`src/rtl/hazard_ctrl_dual.sv`:
```
// Hazard and stall controller for the dual-issue F/D/E/M/W core: load-use
// tracking, intra-bundle split, divider busy FSM and stall-cycle counter.
module hazard_ctrl_dual #(
  parameter int ISSUE_W  = 2,
  parameter int LOAD_LAT = 2,
  parameter int REG_AW   = 5
) (
  input  logic                      clk,
  input  logic                      resetn,
  input  logic [ISSUE_W-1:0]        D_valid,
  input  logic [ISSUE_W*REG_AW-1:0] D_rs,
  input  logic [ISSUE_W*REG_AW-1:0] D_rt,
  input  logic [ISSUE_W-1:0]        D_memtoReg,
  input  logic [ISSUE_W*REG_AW-1:0] D_reg_waddr,
  input  logic [ISSUE_W-1:0]        D_reg_we,
  input  logic [ISSUE_W-1:0]        D_is_div,
  input  logic                      E_div_done,
  input  logic                      E_branch_taken,
  input  logic                      M_except,
  output logic                      F_ena,
  output logic                      D_ena,
  output logic                      E_ena,
  output logic                      M_ena,
  output logic                      W_ena,
  output logic                      F_flush,
  output logic                      D_flush,
  output logic                      E_flush,
  output logic                      M_flush,
  output logic                      W_flush,
  output logic                      D_slave_hold,
  output logic                      div_cancel,
  output logic [31:0]               stall_cnt
);

  typedef enum logic {DIV_IDLE, DIV_BUSY} div_state_t;
  div_state_t div_state;

  logic [ISSUE_W-1:0] trk_v    [LOAD_LAT];
  logic [REG_AW-1:0]  trk_addr [LOAD_LAT][ISSUE_W];

  logic               lwstall;
  logic               div_busy;
  logic [ISSUE_W-1:0] issue_mask;
  logic [ISSUE_W-1:0] cap_v;

  generate
    if (ISSUE_W == 2) begin : g_dual
      logic [REG_AW-1:0] waddr0, rs1, rt1;
      logic              raw_hit;
      assign waddr0  = D_reg_waddr[0 +: REG_AW];
      assign rs1     = D_rs[REG_AW +: REG_AW];
      assign rt1     = D_rt[REG_AW +: REG_AW];
      assign raw_hit = D_reg_we[0] && (waddr0 != '0) && ((waddr0 == rs1) || (waddr0 == rt1));
      assign D_slave_hold = D_valid[1] && (raw_hit || D_is_div[1] || (D_is_div[0] && D_valid[0]));
    end else begin : g_single
      assign D_slave_hold = 1'b0;
    end
  endgenerate

  // A held slave is not issuing, so it neither stalls nor enters the tracker
  always_comb begin
    issue_mask = D_valid;
    if (D_slave_hold) issue_mask[ISSUE_W-1] = 1'b0;
  end

  always_comb begin
    lwstall = 1'b0;
    for (int k = 0; k < LOAD_LAT; k++)
      for (int j = 0; j < ISSUE_W; j++)
        for (int i = 0; i < ISSUE_W; i++)
          if (trk_v[k][j] && (trk_addr[k][j] != '0) && issue_mask[i] &&
              ((trk_addr[k][j] == D_rs[i*REG_AW +: REG_AW]) ||
               (trk_addr[k][j] == D_rt[i*REG_AW +: REG_AW])))
            lwstall = 1'b1;
  end

  assign div_busy   = (div_state == DIV_BUSY) && !E_div_done;
  assign div_cancel = (div_state == DIV_BUSY) && M_except;

  assign F_ena   = !(lwstall || div_busy);
  assign D_ena   = F_ena;
  assign E_ena   = !div_busy;
  assign M_ena   = E_ena;
  assign W_ena   = !div_busy || M_except;
  assign F_flush = 1'b0;
  assign D_flush = M_except || E_branch_taken;
  assign E_flush = D_flush;
  assign M_flush = M_except;
  assign W_flush = 1'b0;

  assign cap_v = issue_mask & D_memtoReg & D_reg_we & {ISSUE_W{D_ena && !D_flush}};

  // Tracker valid bits; a flushed stage-0 load is killed rather than advanced
  always_ff @(posedge clk) begin
    if (!resetn) begin
      for (int k = 0; k < LOAD_LAT; k++) trk_v[k] <= {ISSUE_W{1'b0}};
    end else begin
      if (E_flush)    trk_v[0] <= {ISSUE_W{1'b0}};
      else if (E_ena) trk_v[0] <= cap_v;
      for (int k = 1; k < LOAD_LAT; k++) begin
        if (M_flush)    trk_v[k] <= {ISSUE_W{1'b0}};
        else if (E_ena) trk_v[k] <= (k == 1 && E_flush) ? {ISSUE_W{1'b0}} : trk_v[k-1];
      end
    end
  end

  always_ff @(posedge clk) begin
    if (E_ena) begin
      for (int j = 0; j < ISSUE_W; j++) trk_addr[0][j] <= D_reg_waddr[j*REG_AW +: REG_AW];
      for (int k = 1; k < LOAD_LAT; k++) trk_addr[k] <= trk_addr[k-1];
    end
  end

  always_ff @(posedge clk) begin
    if (!resetn) begin
      div_state <= DIV_IDLE;
      stall_cnt <= '0;
    end else begin
      if (!D_ena) stall_cnt <= stall_cnt + 32'd1;
      case (div_state)
        DIV_IDLE: if (D_ena && D_valid[0] && D_is_div[0] && !D_flush) div_state <= DIV_BUSY;
        DIV_BUSY: if (M_except || E_div_done) div_state <= DIV_IDLE;
        default:  div_state <= DIV_IDLE;
      endcase
    end
  end

endmodule

```
`config.mk`:
```
export PLATFORM = sky130hd
export DESIGN_NAME = hazard_ctrl_dual
export DESIGN_NICKNAME = d
export VERILOG_FILES = /design/src/rtl/hazard_ctrl_dual.sv
export SDC_FILE = /design/constraint.sdc
export NUM_CORES = 1
export LEC_CHECK = 0
export CAP_MARGIN = 20
export CORE_MARGIN = 2
export CORE_UTILIZATION = 50
export CTS_CLUSTER_SIZE = 30
export DETAILED_ROUTE_END_ITERATION = 12
export GPL_TIMING_DRIVEN = 0
export MAX_ROUTING_LAYER = met4
export PLACE_DENSITY = 0.78
export RECOVER_POWER = 100
export SLEW_MARGIN = 20
export SYNTH_ARGS = -nofsm -noshare
export SYNTH_HDL_FRONTEND = slang
export SYNTH_SLANG_ARGS = --single-unit
export TNS_END_PERCENT = 50
```
`constraint.sdc`:
```
create_clock -name clk -period 5.35 [get_ports clk]
set_input_delay 0.8025 -clock clk [delete_from_list [all_inputs] [get_ports clk]]
set_output_delay 0.8025 -clock clk [all_outputs]
set_load 0.02 [all_outputs]
```
Word-level counts from Yosys, hierarchy flattened
Memory sizes are Yosys's and may differ from the RTL's.
Cells that the tools add are included.
{"block": "totals", "regBits": 33, "word_cells": 116, "ramBits": 24, "n_memories": 2, "in_bits": 43, "out_inout_bits": 44}
{"name": "trk_addr", "depth": 2, "width": 10, "read_ports": 2, "rd_clocked_by_memory_dff": 0, "wr": 2, "line": "39", "source": "logic [REG_AW-1:0] trk_addr [LOAD_LAT][ISSUE_W];"}
{"name": "trk_v", "depth": 2, "width": 2, "read_ports": 2, "rd_clocked_by_memory_dff": 0, "wr": 2, "line": "38", "source": "logic [ISSUE_W-1:0] trk_v [LOAD_LAT];"}
{"block": "classes", "n_addsub": 1, "n_eq_ne": 18, "n_mux": 31, "bitwise_logic": 8, "reduce_logical": 54}
{"op": "$eq A5 B5 Y1", "n": 18}
{"op": "$add A32 B1 Y32 const B", "n": 1}
{"op": "$logic_and A1 B1 Y1", "n": 30}
{"op": "$mux W1", "n": 25}
{"op": "$reduce_bool A5 Y1", "n": 5}
{"op": "$logic_or A1 B1 Y1", "n": 15}
{"op": "$mux W2", "n": 5}
{"op": "$and A2 B2 Y2", "n": 3}
{"op": "$logic_not A1 Y1", "n": 4}
{"op": "$or A1 B1 Y1", "n": 4}
{"op": "$pmux W1 S2", "n": 1}
{"op": "$not A1 Y1", "n": 1}

Depth between registers and ports, before layout
Gate-level depths: netlist of the first run.
{"block": "logic_depth", "word_depth": 23, "mapped_depth": 9, "mapped_depth_nobuf": 7}

Worst setup path before layout of the first run
OpenSTA, ideal clock, no wires.
{"block": "synth_timing", "path_type": "input to output", "start": "in D_rt[6]", "end": "out F_ena", "path_buffers": 2, "required_ns": 4.548, "arrival_ns": 2.487, "cell_stages": 9, "setup_slack_ns": 2.060, "cell_sequence": "clkbuf_1 > xor2_1 > nor2_1 > a22oi_1 > o22ai_1 > o21bai_1 > nand2_2 > inv_1 > buf_4"}
{"block": "synth_between", "elab_chain_cells": 18, "word_cells_on_any_way": 32, "classes_between": "eq/ne (5); mux (8); reduce/logical (19)"}
{"item": "start: declaration", "line": "12", "source": "input logic [ISSUE_W*REG_AW-1:0] D_rt,"}
{"item": "$eq A5 B5 Y1", "line": "53", "source": "assign raw_hit = D_reg_we[0] && (waddr0 != '0) && ((waddr0 == rs1) || (waddr0 == rt1));"}
{"item": "$logic_or A1 B1 Y1", "line": "53"}
{"item": "$logic_and A1 B1 Y1", "line": "53"}
{"item": "$logic_or A1 B1 Y1 (2 in a row)", "line": "54", "source": "assign D_slave_hold = D_valid[1] && (raw_hit || D_is_div[1] || (D_is_div[0] && D_valid[0]));"}
{"item": "$logic_and A1 B1 Y1", "line": "54"}
{"item": "$mux W1", "line": "63", "source": "if (D_slave_hold) issue_mask[ISSUE_W-1] = 1'b0;"}
{"item": "$logic_and A1 B1 Y1 (2 in a row)", "line": "71", "source": "if (trk_v[k][j] && (trk_addr[k][j] != '0) && issue_mask[i] &&"}
{"item": "$mux W1 (6 in a row)", "line": "71"}
{"item": "$mux W1 *", "line": "71"}
{"item": "$logic_or A1 B1 Y1 *", "line": "80", "source": "assign F_ena = !(lwstall || div_busy);"}
{"item": "$logic_not A1 Y1 *", "line": "80"}
{"item": "end: declaration", "line": "20", "source": "output logic F_ena,"}
Mark *: on every way between the ends. The rest lies on a longest branch, timed or not.

Worst setup path after layout of the first run
{"block": "layout_timing", "start": "in D_rt[1]", "end": "out F_ena"}
{"block": "layout_between", "elab_chain_cells": 13, "word_cells_on_any_way": 22, "classes_between": "eq/ne (4); mux (8); reduce/logical (10)"}
{"item": "$eq A5 B5 Y1", "line": "73", "source": "(trk_addr[k][j] == D_rt[i*REG_AW +: REG_AW])))"}
{"item": "$logic_or A1 B1 Y1", "line": "72", "source": "((trk_addr[k][j] == D_rs[i*REG_AW +: REG_AW]) ||"}
{"item": "$logic_and A1 B1 Y1", "line": "71"}
{"item": "$mux W1 (6 in a row)", "line": "71"}
{"item": "$mux W1 * (2 in a row)", "line": "71"}
{"item": "$logic_or A1 B1 Y1 *", "line": "80"}
{"item": "$logic_not A1 Y1 *", "line": "80"}
Marks and branches as above.

==> flow_summary_export.csv, run 1 <==
group,metric,value,unit
run_status,status,"finished, final reports clean",
setup_path,crit_chain,"dlygate4sd3_1, xor2_1, nor3_1, a22oi_1, o22ai_2, a2111oi_4, nand2_1, inv_1, buf_4, dlygate4sd3_1",
worst_hold_path,hp-class,"register to register",
cts,htree_levels,3,
yosys,synth-simple-area-share,21.6,%
placed_design,numPortBuffers,73,
power_and_ir_drop,p_total,1.11,mW
setup_path,crit_arrival,4040,ps
power_and_ir_drop,peakVddDrop,0.114,mV
power_and_ir_drop,p_leak,2.00,nW
finish,antenna-diode-count,0,
setup_path,end_kind,"output port",
setup_path,start_kind,"input pin",
placed_design,globalplace.congestion,0.915,
sta,setup_viol,0,
cts,ctsResizeCount,0,
sta,rsz0062_at_grt,"false",
yosys,ys_seq_area_share,33.5,%
grt,grt_usage,25.7,%
cts,cts_hold_buf,0,
floorplanning,ios,87,
flow_run,maxCapViolations,0,
drt,dr.first_iter.drc_count,173,
floorplanning,start_util,50.9,%
sta,max_freq,207,MHz
drt,wirelength,10.9,mm
yosys,synth_area,4120,um2
sta,finalCritPeriodShare,90.5,%
floorplanning,die_y,94.8,um
finish,drive_gt1_share,6.64,%
sta,tightest_slew,890,ps
drt,ant_nets,0,
setup_path,crit_slowest_cell,"dlygate4sd3_1",
floorplanning,die_w,94.8,um
cts,insertion_delay,340,ps
sta,finalMaxSlewViolations,0,
floorplanning,die-area,8980,um2
setup_path,critical_path_class,"input pin to output port",
yosys,synth_cell_types,45,
finish,layout.nets,596,
grt,grt_pass1_wl,17.3,mm
cts,cts.sinks,57,
yosys,synth_xor_area_share,19.1,%
yosys,synth_top_family_by_area,"simple AND/OR/NAND/NOR gates",
drt,vias,3582,
yosys,yosys_warnings,0,
yosys,syn_avg_cell_area,8.82,um2
yosys,synth_ff_type,"dfxtp_1",
yosys,synth_edf_count,24,
yosys,ys_ff_latch,57,
sta,finalWorstPathRequiredPeriod,4840,ps
sta,hold_viol,0,
setup_path,cpMostUsedCell,"dlygate4sd3_1",
grt,grt_max_degree,25,
placed_design,dpl.hpwl,7.85,mm
setup_path,critPathMaxStageDelay,730,ps
cts,numCtsBuffers,9,
drt,routedWlPerCell,16.5,um
cts,cts-root-buf,"clkbuf_8",
drt,drc_errors,0,
setup_path,required,4550,ps
power_and_ir_drop,p_per_area,215,nW/um2
grt,antenna_found_initial,0,
sta,clock_skew,9.50,ps
finish,nFillCells,716,
floorplanning,core_area,8090,um2
yosys,async_flop_share,0,%
grt,grt-ovfl-total,0,
cts,cts_tree,"yes",
drt,dr.pass1.iters,6,
sta,timing.slew.headroom,40.6,%
yosys,synth_fa_ha_area_share,0.304,%
yosys,netlist_instances,467,
sta,fin_tns_setup,0,ps
grt,grt_pass1_vias,3451,
floorplanning,rows,33,
finish,area_growth,24.7,%
setup_path,path_max_fanout,9,
cts,clock_path_buffers,2,
drt,post_drt_via_cell_ratio,5.41,
yosys,muxShareOfSynthArea,7.29,%
yosys,synth_compound_area_share,11.4,%
cts,clk_pin_slew,70,ps
cts,postCtsSetupBuffers,0,
==> cells in the final DEF, fill, tap and decap left out, drive strengths merged, types with 13 or more instances in the layout <==
| master | netlist | layout |
|---|---|---|
| a21oi | 26 | 26 |
| o21ai | 13 | 13 |
| nor3 | 21 | 21 |
| nor2 | 20 | 20 |
| buf | 21 | 16 |
| mux2i | 30 | 30 |
| edfxtp | 24 | 24 |
| nand2b | 31 | 31 |
| nand2 | 46 | 46 |
| clkbuf | 29 | 47 |
| nand3 | 24 | 24 |
| clkdlybuf4s50 | 0 | 20 |
| dlygate4sd3 | 0 | 53 |
| dfxtp | 33 | 33 |
| xor2 | 82 | 82 |
==> per-layer routing <==
metal | GRT usage (%) | part of all wire [%] | wire length [um]
met5 | - | 0 | 0
met4 | 7.00 | 1.4 | 151
met1 | 32.4 | 44 | 4790
met2 | 43.4 | 49 | 5330
met3 | 3.43 | 6.1 | 671
==> worst paths after layout <==
path              depth (start not counted)      startpoint               to  slack [ps]
setup / recovery                         10         D_rt[1]            F_ena         510
hold / removal                            0  trk_addr[0][2]  trk_addr[0][12]         450
setup reg to reg                          8  trk_addr[0][6]    stall_cnt[15]        2310
hold reg to reg                           0  trk_addr[0][2]  trk_addr[0][12]         450
==> cell type report <==
class                   count  area [um2]  area share, %
flip-flops and latches     57        1380           26.9
clock buffers              13         191           3.73
repair buffers             73         731           14.2
multi-input cells         355        2390           46.6
well taps                 105         131           2.56
clock inverters             3        41.3          0.804
inverters                   6        22.5          0.438
plain buffers              50         244           4.75
==> critical path, delay by kind of cell <==
kind | cells | cell delay, ps
buffers and inverters | 4 | 1670
AO/OA/AOI/OAI | 3 | 1050
AND/OR/NAND/NOR | 2 | 320
XOR/XNOR | 1 | 200
==> power breakdown <==
part	internal, mW	total, mW	switching [mW]	leakage (nW)
Combinational	0.0758	0.176	0.101	1.35
Clock	0.284	0.463	0.179	0.120
Sequential	0.462	0.466	0.00389	0.526
==> cell usage after synthesis, types with 6 or more instances <==
library cell,n,share of area [%]
a21oi_1,7,0.85
a21oi_2,19,4.0
a22oi_1,6,1.1
and2_1,8,1.2
and3_1,7,1.1
buf_1,6,0.55
buf_4,7,1.3
clkbuf_1,29,2.6
dfxtp_1,33,16
edfxtp_1,24,17
inv_1,6,0.55
mux2i_1,30,7.3
nand2_1,45,4.1
nand2b_1,31,4.7
nand3_1,24,2.9
nor2_1,20,1.8
nor3_1,21,2.6
o21ai_1,7,0.85
xnor2_1,8,1.7
xor2_1,82,17
==> state kept, by name, indices dropped and copies added (netlist names) <==
name       flops
trk_v          4
div_state      1
trk_addr      20
stall_cnt     32
==> per-stage QoR <==
stage | cells | cell area (um2) | hold slack (ps) | setup slack (ps) | utilization, %
final | 662 | 5140 | 447 | 507 | 63.5
after CTS | 662 | 5220 | 448 | 695 | 64.5
after floorplan | 468 | 4120 | 421 | 2060 | -
after global routing | 662 | 5140 | 454 | 332 | 63.5
after detailed placement | 646 | 4990 | 433 | 697 | 61.6
after global placement | 646 | 4990 | 427 | 705 | 61.6
==> logic make-up after synthesis <==
family                   Yosys count
other                              1
AND/OR/NAND/NOR                  174
AO/OA/AOI/OAI                     58
buffers and inverters             56
adder cells (fa/ha/maj)            1
multiplexers                      30
flip-flops                        57
XOR/XNOR                          90
Note: power is estimated with default switching activity, not from simulation.
==> run 2, diff against run 1 <==
- clock period: 5.35 -> 4.9 ns (I/O delays scaled with it)
==> flow_summary_export.csv, run 2 (same netlist as run 1, synthesis figures left out) <==
group,metric,value,unit
run_status,status,"finished, final reports clean",
setup_path,critical_path_class,"input pin to output port",
placed_design,globalplace.congestion,0.915,
sta,tightest_slew,890,ps
finish,drive_gt1_share,6.82,%
flow_run,maxCapViolations,0,
drt,post_drt_via_cell_ratio,5.41,
finish,regArea,1380,um2
finish,multiInputGateArea,2400,um2
placed_design,dpl.cell_count,646,
worst_hold_path,hp-class,"register to register",
cts,clk_pin_slew,70,ps
sta,rsz0062_at_grt,"false",
floorplanning,die-area,8980,um2
placed_design,numPortBuffers,73,
grt,grt_pass1_wl,17.3,mm
sta,fin_tns_setup,0,ps
drt,routedWlPerCell,16.5,um
floorplanning,die_w,94.8,um
sta,finalWorstPathRequiredPeriod,4640,ps
drt,wirelength,10.9,mm
finish,layout_common_cells,"xor2_1, dlygate4sd3_1, nand2_1, clkbuf_1, dfxtp_1",
finish,layout.cells.non_filler,662,
grt,antenna_found_initial,0,
finish,area_growth,24.7,%
finish,largest_reg_flops,32,
drt,ant_nets,0,
floorplanning,ios,87,
sta,finalCritPeriodShare,94.7,%
finish,final_util,63.5,%
finish,layout.nets,596,
setup_path,end_kind,"output port",
cts,ctsResizeCount,0,
power_and_ir_drop,p_total,1.21,mW
setup_path,start_kind,"input pin",
finish,final_common_cell,"xor2_1",
power_and_ir_drop,peakVddDrop,0.124,mV
cts,cts_hold_buf,0,
cts,numCtsBuffers,9,
power_and_ir_drop,p_leak,2.00,nW
grt,grt_usage,25.7,%
cts,clock_path_buffers,2,
sta,clock_skew,9.20,ps
floorplanning,rows,33,
sta,finalMaxSlewViolations,0,
finish,antenna-diode-count,0,
sta,timing.slew.headroom,40.6,%
setup_path,required,4160,ps
cts,cts-root-buf,"clkbuf_8",
floorplanning,die_y,94.8,um
finish,regMostFlops,"stall_cnt",
cts,htree_levels,3,
floorplanning,core_area,8090,um2
placed_design,dpl_cell_area,4990,um2
grt,grt-ovfl-total,0,
setup_path,path_max_fanout,9,
cts,cts_tree,"yes",
sta,hold_viol,0,
sta,max_freq,215,MHz
cts,postCtsSetupBuffers,0,
sta,setup_viol,0,
drt,dr.first_iter.drc_count,173,
drt,vias,3581,
power_and_ir_drop,p_per_area,235,nW/um2
finish,post-route-cell-area,5140,um2
floorplanning,start_util,50.9,%
setup_path,crit_arrival,3910,ps
drt,dr.pass1.iters,6,
cts,cts.sinks,57,
cts,insertion_delay,340,ps
grt,grt_pass1_vias,3451,
finish,nFillCells,717,
grt,grt_max_degree,25,
placed_design,dpl.hpwl,7.85,mm
drt,drc_errors,0,
finish,reg_top3,"stall_cnt x32, trk_addr x20, trk_v x4",
==> run 2: cell type report <==
class                      count  area share [%]
clock buffer                  13            3.72
multi-input combinational    355            46.6
inverter                       6           0.438
tap                          105            2.56
clock inverter                 3           0.803
sequential                    57            26.9
timing repair buffer          73            14.2
buffer                        50            4.75
==> run 2: routing by layer <==
layer	GRT usage, %	vias to the layer above	part of all wire, %	wire length (um)
li1	-	1743	-	-
met5	-	-	0	0
met3	3.43	15	6.0	658
met2	43.4	127	49	5330
met4	7.00	0	1.4	151
met1	32.4	1696	44	4800
==> run 2: final timing paths <==
kind                                      from               to  slack [ps]  depth (start not counted)
worst max-delay path                   D_rt[1]            F_ena         260                         10
worst min-delay path            trk_addr[0][2]  trk_addr[0][12]         450                          0
worst max register to register  trk_addr[0][6]    stall_cnt[15]        1830                          8
worst min register to register  trk_addr[0][2]  trk_addr[0][12]         450                          0
==> run 2: where the power goes <==
| group | internal (mW) | switching (mW) |
|---|---|---|
| clock | 0.310 | 0.195 |
| sequential | 0.505 | 0.00425 |
| combinational | 0.0828 | 0.110 |
==> run 2: critical path, stage by stage <==
cell and delay [ps]:
dlygate4sd3_1 730, xor2_1 200, nor3_1 80, a22oi_1 200
o22ai_2 140, a2111oi_4 730, nand2_2 170, inv_1 150
buf_4 110, dlygate4sd3_1 660
==> run 2: per-stage QoR <==
step	setup WS (ps)	hold WS, ps
5_1_grt	115	454
4_1_cts	380	448
3_3_place_gp	390	427
3_5_place_dp	382	433
2_1_floorplan	1750	421
6_report	259	447
==> run 3, diff against run 2 <==
- CORE_MARGIN: 2 -> 3
- CTS_CLUSTER_SIZE: 30 -> 28
==> flow_summary_export.csv, run 3 (same netlist as run 1, synthesis figures left out) <==
group,metric,value,unit
setup_path,critPathMaxStageDelay,770,ps
setup_path,critical_path_class,"input pin to output port",
finish,post-route-cell-area,5070,um2
sta,hold_viol,0,
cts,ctsResizeCount,0,
drt,wirelength,10.7,mm
floorplanning,rows,32,
cts,postCtsSetupBuffers,0,
finish,layout.cells.non_filler,659,
cts,cts_tree,"yes",
sta,fin_tns_setup,0,ps
finish,reg_top3,"stall_cnt x32, trk_addr x20, trk_v x4",
sta,clock_skew,14.9,ps
sta,timing.slew.headroom,40.5,%
placed_design,pre_cts_ws,410,ps
drt,wl_met2,4.88,mm
drt,ant_nets,0,
power_and_ir_drop,peakVddDrop,0.221,mV
finish,area_growth,23.1,%
sta,holdWs,444,ps
grt,grt_usage,23.5,%
drt,wl_met3,713,um
drt,routedWlPerCell,16.2,um
placed_design,dpl.cell_count,643,
cts,clk_pin_slew,70,ps
grt,grt-ovfl-total,0,
cts,cts.sinks,57,
drt,dr.first_iter.drc_count,271,
run_status,status,"finished, final reports clean",
finish,drive_gt1_share,6.82,%
sta,max_freq,218,MHz
cts,cts-root-buf,"clkbuf_8",
placed_design,dpl.hpwl,7.88,mm
drt,dr.pass1.iters,5,
setup_path,start_kind,"input pin",
setup_path,crit_arrival,3840,ps
sta,rsz0062_at_grt,"false",
power_and_ir_drop,p_total,1.11,mW
floorplanning,start_util,52.5,%
sta,finalMaxSlewViolations,0,
sta,setup_viol,0,
finish,final_util,64.7,%
drt,top_layer_used,"met4",
sta,finalCritPeriodShare,93.4,%
floorplanning,core_area,7850,um2
placed_design,numPortBuffers,73,
cts,numCtsBuffers,9,
finish,layout.nets,596,
placed_design,globalplace.congestion,0.895,
floorplanning,die-area,9370,um2
setup_path,required,4160,ps
floorplanning,ios,87,
placed_design,dpl_cell_area,4980,um2
cts,cts_hold_buf,0,
power_and_ir_drop,p_per_area,218,nW/um2
drt,drc_errors,0,
cts,clock_path_buffers,2,
finish,layout_common_cells,"xor2_1, dlygate4sd3_1, nand2_1, clkbuf_1, dfxtp_1",
setup_path,path_max_fanout,9,
setup_path,crit_chain,"dlygate4sd3_1, xor2_1, nor3_1, a22oi_1, o22ai_1, a2111oi_4, nand2_2, inv_1, buf_4, clkdlybuf4s50_1",
finish,antenna-diode-count,0,
grt,antenna_found_initial,0,
setup_path,end_kind,"output port",
worst_hold_path,hp-class,"register to register",
setup_path,crit-reg2reg-launch,"trk_addr[0][3]",
grt,grt_pass1_vias,3574,
drt,wl_met1,4.88,mm
floorplanning,die_y,96.8,um
finish,nFillCells,683,
sta,finalWorstPathRequiredPeriod,4580,ps
power_and_ir_drop,p_leak,1.97,nW
finish,regMostFlops,"stall_cnt",
setup_path,worstSetupStartpoint,"D_rs[2]",
worst_hold_path,hold_start,"trk_addr[0][2]",
drt,vias,3617,
finish,final_common_cell,"xor2_1",
sta,tightest_slew,892,ps
grt,grt_max_degree,25,
grt,grt_pass1_wl,17.8,mm
sta,timing.final.ws_setup,322,ps
finish,largest_reg_flops,32,
floorplanning,die_w,96.8,um
cts,htree_levels,3,
cts,insertion_delay,340,ps
drt,post_drt_via_cell_ratio,5.49,
flow_run,maxCapViolations,0,
setup_path,crit_slowest_cell,"a2111oi_4",
run 3: cell types whose count changed in the layout (fill, tap and decap cells not counted), sizes merged:
| cell | change |
|---|---|
| clkinv | +2 |
| clkdlybuf4s50 | +1 |
| clkbuf | -3 |
| dlygate4sd3 | -1 |
| clkinvlp | +2 |
| bufinv | -1 |
run 3: critical path, delay by kind of cell:
| family | cells | cell delay [ps] |
|---|---|---|
| buffers and inverters | 4 | 1500 |
| and+or+nand+nor | 2 | 260 |
| AOI/OAI and AO/OA | 3 | 1160 |
| xor gates and xnor gates | 1 | 180 |
run 3: layout make-up:
| class | instances | area (um2) | area share [%] |
|---|---|---|---|
| repair buffers | 73 | 731 | 14.4 |
| flip-flops and latches | 57 | 1380 | 27.2 |
| multi-input cells | 355 | 2390 | 47.1 |
| well taps | 102 | 128 | 2.52 |
| inverters | 6 | 22.5 | 0.444 |
| clock buffers | 10 | 138 | 2.71 |
| plain buffers | 50 | 240 | 4.73 |
| clock inverters | 6 | 42.5 | 0.838 |
run 3: final timing paths:
path | endpoint | slack, ps | cells after the start
setup / recovery | F_ena | 320 | 10
setup reg to reg | stall_cnt[18] | 1790 | 8
hold reg to reg | trk_addr[0][12] | 440 | 0
hold / removal | trk_addr[0][12] | 440 | 0
run 3: routing by layer:
| layer | vias up | GRT usage [%] |
|---|---|---|
| li1 | 1747 | - |
| met1 | 1705 | 31.5 |
| met2 | 146 | 35.7 |
| met3 | 19 | 5.19 |
| met4 | 0 | 6.91 |
| met5 | - | - |
run 3: where the power goes:
part	internal [mW]	total [mW]	switching [mW]
sequential	0.504	0.509	0.00424
clock	0.198	0.407	0.209
combinational	0.0826	0.191	0.108
total	0.785	1.11	0.322
